## src/rtl/point_motor_scheduler_if.sv

```systemverilog
// Bundle between interlock logic and the point motor scheduler:
// requested positions/hold in, coil drives and status out.
interface point_motor_scheduler_if #(
  parameter int NUM_POINTS = 8
);
  logic [NUM_POINTS-1:0] target;
  logic                  hold;
  logic [NUM_POINTS-1:0] coil_normal;
  logic [NUM_POINTS-1:0] coil_reverse;
  logic [NUM_POINTS-1:0] position;
  logic [NUM_POINTS-1:0] pending;
  logic                  busy;
  logic                  throw_done;

  modport master (
    output target,
    output hold,
    input  coil_normal,
    input  coil_reverse,
    input  position,
    input  pending,
    input  busy,
    input  throw_done
  );

  modport slave (
    input  target,
    input  hold,
    output coil_normal,
    output coil_reverse,
    output position,
    output pending,
    output busy,
    output throw_done
  );
endinterface

```

## src/rtl/point_motor_scheduler.sv

```systemverilog
// Round-robin, one-coil-at-a-time point motor sequencer with recovery gap.
// Define POWERUP_SYNC_EN to throw every point once after reset.
module point_motor_scheduler #(
  parameter int NUM_POINTS   = 8,
  parameter int PULSE_CYCLES = 10_000_000,
  parameter int GAP_CYCLES   = 5_000_000
) (
  input logic                    CLOCK_50,
  input logic                    RESET_N,
  point_motor_scheduler_if.slave bus
);

  localparam int IW   = (NUM_POINTS > 1) ? $clog2(NUM_POINTS) : 1;
  localparam int MAXC = (PULSE_CYCLES > GAP_CYCLES) ?
                        PULSE_CYCLES : GAP_CYCLES;
  localparam int CW   = $clog2(MAXC + 1);

  localparam logic [CW-1:0] P_LAST = CW'(PULSE_CYCLES - 1);
  localparam logic [CW-1:0] G_LAST = CW'(GAP_CYCLES - 1);
  localparam logic [IW-1:0] I_LAST = IW'(NUM_POINTS - 1);

  typedef enum logic [1:0] {
    IDLE,
    PULSE,
    GAP
  } state_t;

  state_t                state;
  logic [CW-1:0]         cnt;
  logic [IW-1:0]         ptr;
  logic [IW-1:0]         idx;
  logic                  dir;
  logic [NUM_POINTS-1:0] coil_n;
  logic [NUM_POINTS-1:0] coil_r;
  logic [NUM_POINTS-1:0] pos;
  logic                  busy_q;
  logic                  done_q;

  logic [NUM_POINTS-1:0] pend;
  logic [IW-1:0]         sel;
  logic [NUM_POINTS-1:0] sel_hot;
  logic                  pulse_end;

  assign pulse_end = (state == PULSE) && (cnt == P_LAST);

`ifdef POWERUP_SYNC_EN
  logic [NUM_POINTS-1:0] sync_mask;

  // A point leaves the sync set only when its throw actually completes.
  always_ff @(posedge CLOCK_50) begin
    if (!RESET_N) begin
      sync_mask <= '1;
    end else if (pulse_end) begin
      sync_mask[idx] <= 1'b0;
    end
  end
`else
  logic [NUM_POINTS-1:0] sync_mask;
  assign sync_mask = '0;
`endif

  assign pend = (bus.target ^ pos) | sync_mask;

  // First pending point at or above the pointer, wrapping past the top.
  always_comb begin
    int   j;
    logic found;
    sel   = '0;
    found = 1'b0;
    j     = 0;
    for (int i = 0; i < NUM_POINTS; i++) begin
      j = int'(ptr) + i;
      if (j >= NUM_POINTS) j = j - NUM_POINTS;
      if (!found && pend[IW'(j)]) begin
        found = 1'b1;
        sel   = IW'(j);
      end
    end
  end

  assign sel_hot = NUM_POINTS'(1) << sel;

  always_ff @(posedge CLOCK_50) begin
    if (!RESET_N) begin
      state  <= IDLE;
      cnt    <= '0;
      ptr    <= '0;
      idx    <= '0;
      dir    <= 1'b0;
      coil_n <= '0;
      coil_r <= '0;
      pos    <= '0;
      busy_q <= 1'b0;
      done_q <= 1'b0;
    end else begin
      done_q <= 1'b0;
      unique case (state)
        IDLE: begin
          if (!bus.hold && (|pend)) begin
            idx    <= sel;
            dir    <= bus.target[sel];
            cnt    <= '0;
            busy_q <= 1'b1;
            state  <= PULSE;
            if (bus.target[sel]) coil_r <= sel_hot;
            else                 coil_n <= sel_hot;
          end
        end
        PULSE: begin
          if (cnt == P_LAST) begin
            coil_n   <= '0;
            coil_r   <= '0;
            pos[idx] <= dir;
            done_q   <= 1'b1;
            ptr      <= (idx == I_LAST) ? '0 : idx + IW'(1);
            cnt      <= '0;
            state    <= GAP;
          end else begin
            cnt <= cnt + CW'(1);
          end
        end
        GAP: begin
          if (cnt == G_LAST) begin
            cnt    <= '0;
            busy_q <= 1'b0;
            state  <= IDLE;
          end else begin
            cnt <= cnt + CW'(1);
          end
        end
        default: begin
          coil_n <= '0;
          coil_r <= '0;
          busy_q <= 1'b0;
          cnt    <= '0;
          state  <= IDLE;
        end
      endcase
    end
  end

  assign bus.coil_normal  = coil_n;
  assign bus.coil_reverse = coil_r;
  assign bus.position     = pos;
  assign bus.pending      = pend;
  assign bus.busy         = busy_q;
  assign bus.throw_done   = done_q;

endmodule
```

## src/flat_wrapper.sv

```systemverilog
// flat-port wrapper written by rule: the top's interface ports become plain ports
module point_motor_scheduler_flat 
#(
  parameter int NUM_POINTS   = 8,
  parameter int PULSE_CYCLES = 10_000_000,
  parameter int GAP_CYCLES   = 5_000_000
)
  (CLOCK_50, RESET_N, bus_target, bus_hold, bus_coil_normal, bus_coil_reverse, bus_position, bus_pending, bus_busy, bus_throw_done);
  point_motor_scheduler_if #(.NUM_POINTS(NUM_POINTS)) bus_i ();
  input logic CLOCK_50;
  input logic RESET_N;
  input wire logic [$bits(bus_i.target)-1:0] bus_target;
  input wire logic [$bits(bus_i.hold)-1:0] bus_hold;
  output wire logic [$bits(bus_i.coil_normal)-1:0] bus_coil_normal;
  output wire logic [$bits(bus_i.coil_reverse)-1:0] bus_coil_reverse;
  output wire logic [$bits(bus_i.position)-1:0] bus_position;
  output wire logic [$bits(bus_i.pending)-1:0] bus_pending;
  output wire logic [$bits(bus_i.busy)-1:0] bus_busy;
  output wire logic [$bits(bus_i.throw_done)-1:0] bus_throw_done;
  assign bus_i.target = bus_target;
  assign bus_i.hold = bus_hold;
  assign bus_coil_normal = bus_i.coil_normal;
  assign bus_coil_reverse = bus_i.coil_reverse;
  assign bus_position = bus_i.position;
  assign bus_pending = bus_i.pending;
  assign bus_busy = bus_i.busy;
  assign bus_throw_done = bus_i.throw_done;
  point_motor_scheduler #(.NUM_POINTS(NUM_POINTS), .PULSE_CYCLES(PULSE_CYCLES), .GAP_CYCLES(GAP_CYCLES)) u_core (.CLOCK_50(CLOCK_50), .RESET_N(RESET_N), .bus(bus_i));
endmodule
```

## config.mk

```make
export PLATFORM = sky130hd
export DESIGN_NAME = point_motor_scheduler_flat
export DESIGN_NICKNAME = d
export VERILOG_FILES = /design/src/rtl/point_motor_scheduler_if.sv /design/src/rtl/point_motor_scheduler.sv /design/src/flat_wrapper.sv
export SDC_FILE = /design/constraint.sdc
export NUM_CORES = 1
export LEC_CHECK = 0
export ABC_AREA = 0
export ABC_CLOCK_PERIOD_IN_PS = 3500
export BUFFER_PORTS_ARGS = -buffer_cell sky130_fd_sc_hd__buf_2
export CAP_MARGIN = 20
export CORE_ASPECT_RATIO = 1.1
export CORE_MARGIN = 1
export CORE_UTILIZATION = 30
export DETAILED_ROUTE_END_ITERATION = 16
export GPL_TIMING_DRIVEN = 0
export PLACE_DENSITY_LB_ADDON = 0.12
export SLEW_MARGIN = 30
export SYNTH_ARGS = -nofsm -noshare
export SYNTH_HDL_FRONTEND = slang
export SYNTH_SLANG_ARGS = --single-unit
```

## constraint.sdc

```tcl
create_clock -name CLOCK_50 -period 3.5 [get_ports CLOCK_50]
set_input_delay 0.175 -clock CLOCK_50 [delete_from_list [all_inputs] [get_ports CLOCK_50]]
set_output_delay 0.175 -clock CLOCK_50 [all_outputs]
set_load 0.01 [all_outputs]
```

==> results.yml <==
status:
  status: "complete, but fails checks"
  violations: "setup timing"
setup_path:
  critical_path.startpoint_type: "flip-flop"
  path_class: "reg2reg"
  rr_worst_depth: 12
  slowest_stage: "or4_4"
  reg2reg_slack_ps: -50
  cp_data_required_time_ps: 3720
  slowest_delay_ps: 630
  r2r_start: "u_core.bus.position[3]"
  crit_chain: "xnor2_2 > inv_2 > mux4_2 > mux2_2 > a211oi_1 > a211oi_2 > o22a_1 > buf_4 > nor2_4 > nor3_2 > or4_4 > a41o_1"
  critPathCaptureType: "flip-flop"
  critical-path-top-delay-family: "compound AO/OA/AOI/OAI gates"
  cp_max_fo: 8
  worstPathArrival_ps: 3780
  rr_endpoint: "u_core.bus.coil_reverse[0]"
  crit_buf_inv: 2
final_layout:
  area_delta_synth_final_pct: 37.4
  fillCellCount: 1335
  final_common_cell: "nor2_1"
  drive_gt1_share_pct: 35.1
  design_area_sq_um: 5730
  stdcell_count: 788
  fin_nets: 618
  final_cell_mix: "61 x nor2_1, 49 x dfxtp_1, 47 x buf_4"
  diodes: 0
  fin_util_pct: 42.8
synthesis:
  yosys.area.top_type: "dfxtp_1"
  synth_top_family_by_area: "simple AND/OR/NAND/NOR gates"
  yosys.area_share.adder_pct: 2.40
  syn_area_sq_um: 4170
  synthArstFlopShare_pct: 0
  synthSimpleGateAreaFrac_pct: 24.9
  synth_fp_nets: 515
  yosysTopAreaCellShare_pct: 28.3
  synth_compound_area_share_pct: 18.8
  synth_cells: 496
  synth_edf_count: 0
  avgSynthCellArea_sq_um: 8.41
  ys_top_cells_by_area: "dfxtp_1 28%, mux2i_1 6.2%, mux4_2 5.9%"
  synth_mux_area_share_pct: 14.7
  ys_seq_area_share_pct: 28.3
  ys.flop_type: "dfxtp_1"
  yosys_warnings: 0
  synth.distinct_cells: 71
  synth-seq-cells: 59
  synth_xor_area_share_pct: 6.15
die:
  die_y_microns: 126
  die_w_microns: 114
  rows: 44
  num_io_pins: 45
  initial_utilization_pct: 31.2
  die_area_sq_um: 14400
  core_area_sq_um: 13400
pwr:
  leakagePower_nw: 2.26
  power_mw: 2.56
  ir_drop_mv: 0.310
  powerDensity_nw_per_um2: 447
placement:
  portBuffers: 44
  place_area_sq_um: 4630
  hpwl_microns: 9330
  place_inst: 724
  pre_cts_ws_ps: -513
  gp_congestion: 0.905
clocking:
  cts_sinks: 59
  clock-root-buffer: "clkbuf_16"
  clk_latency_ps: 330
  clkTransAtPathRegs_ps: 50
  htreeDepth: 3
  clockBufferDepth: 2
  tritoncts: "done"
  cts-buffers-inserted: 9
timing:
  fin_ws_ps: -51.1
  drv_slew: 0
  finalCriticalPeriod_ps: 3550
  hold_viol: 0
  setup_violations: 10
  rsz0062_at_grt: "yes"
  clock.fmax_mhz: 282
  slew-limit-headroom_pct: 63.8
  tightest_slew_ps: 544
  period_share_pct: 101
  fin_skew_ps: 6.56
route:
  drc: 0
  drtIter0Drc: 292
  wl_per_cell_microns: 16.8
  drt-total-wl_microns: 13200
  vias: 4206
  firstDrtPassIters: 5
  ant_nets: 0
  vias_per_cell: 5.34
global_routing:
  antenna_found_initial: 0
  grtUsageMet3_pct: 2.79
  gr-max-usage-layer: "met2"
  use_met1_pct: 24.2
  grt_pass1_vias: 4085
  overflow: 0
  grt_pass1_wl_microns: 20900
  grt_usage_pct: 18.7
  grtUsageMet2_pct: 30.0
  grt_start_max_net_pins: 11
worst_hold_path:
  holdPathStages: 4
  hold_class: "in2reg"
  hold_start: "RESET_N"
  whs_endpoint: "u_core.bus.coil_reverse[5]"
job:
  cap_viol_max_count: 0
-- registers in the layout, summed over array words and instances, names as in the netlist --
register,cells
u_core.bus.throw_done,1
u_core.bus.position,8
u_core.idx,3
u_core.dir,1
u_core.ptr,3
u_core.bus.busy,1
u_core.bus.coil_normal,8
u_core.cnt,24
u_core.bus.coil_reverse,8
u_core.state,2
-- metal layers --
| metal | vias up | wire length, microns |
|---|---|---|
| li1 | 2056 | - |
| met4 | 0 | 454 |
| met1 | 1985 | 5720 |
| met2 | 132 | 6390 |
| met5 | - | 0 |
| met3 | 33 | 647 |
-- stage by stage --
step	TNS (ps)	hold slack [ps]
after floorplan	0	387
after global placement	-7190	466
after detailed placement	-7360	472
after CTS	-198	256
after global routing	-1900	301
final	-306	277
-- worst max path at each step --
stage | from | endpoint | slack [ps] | depth (start not counted)
final | u_core.bus.position[3] | u_core.bus.coil_reverse[0] | -50 | 12
after global routing | u_core.ptr[1] | u_core.dir | -160 | 14
after CTS | u_core.ptr[0] | u_core.bus.coil_reverse[0] | -40 | 13
after detailed placement | u_core.ptr[0] | u_core.bus.coil_reverse[0] | -510 | 14
after global placement | u_core.ptr[0] | u_core.bus.coil_reverse[4] | -530 | 14
after floorplan | u_core.ptr[0] | u_core.bus.coil_reverse[0] | 2 | 14
-- tightest hold or removal path: stages --
cell and delay (ps):
buf_2 140, and3_1 160, a41oi_1 40, o21ai_0 50
-- report_power, final --
part / switching [mW] / internal, mW
Sequential: 0.0387 / 0.723
Clock: 0.302 / 0.660
Combinational: 0.541 / 0.297
Total: 0.882 / 1.68
-- timing repair --
action / CTS / global route
pin swaps: 31 / 13
setup buffers: 39 / 10
setup endpoints to repair: 28 / 27
hold buffers: 0 / 0
resized for setup: 61 / 25
-- cells in the mapped netlist (5+ instances only) --
cell      instances
nor2_1           62
dfxtp_1          59
nand2_1          35
nand3_1          28
o21ai_0          27
mux2i_1          26
a21oi_1          20
clkbuf_1         18
and3_1           13
inv_1            11
mux4_2           11
inv_2            10
nor3_1           10
xnor2_1          10
a32oi_1           9
ha_1              8
o21ai_1           8
nor3b_1           7
a211oi_1          6
a31oi_1           6
buf_2             6
nand2b_1          6
nand4_1           6
xnor2_2           6
a41o_1            5
nor4_1            5
xor2_1            5
-- cell type report --
| type | count | area (sq um) | area share [%] |
|---|---|---|---|
| Clock buffer | 12 | 256 | 4.48 |
| Sequential cell | 59 | 1200 | 21.0 |
| Buffer | 26 | 134 | 2.34 |
| Multi-Input combinational cell | 388 | 3110 | 54.2 |
| Clock inverter | 4 | 72.6 | 1.27 |
| Tap cell | 184 | 230 | 4.02 |
| Timing Repair Buffer | 93 | 628 | 11.0 |
| Inverter | 22 | 100 | 1.75 |
-- cell families (layout without fill, tap and decap cells) --
kind of cell / count (synthesis) / count (layout)
AO/OA/AOI/OAI: 114 / 114
XOR/XNOR: 22 / 22
adder cells (fa/ha/maj): 8 / 8
buffers and inverters: 49 / 157
flip-flops: 59 / 59
multiplexers: 43 / 43
AND/OR/NAND/NOR: 201 / 201
No activity file was read; power rests on OpenSTA's default activity.
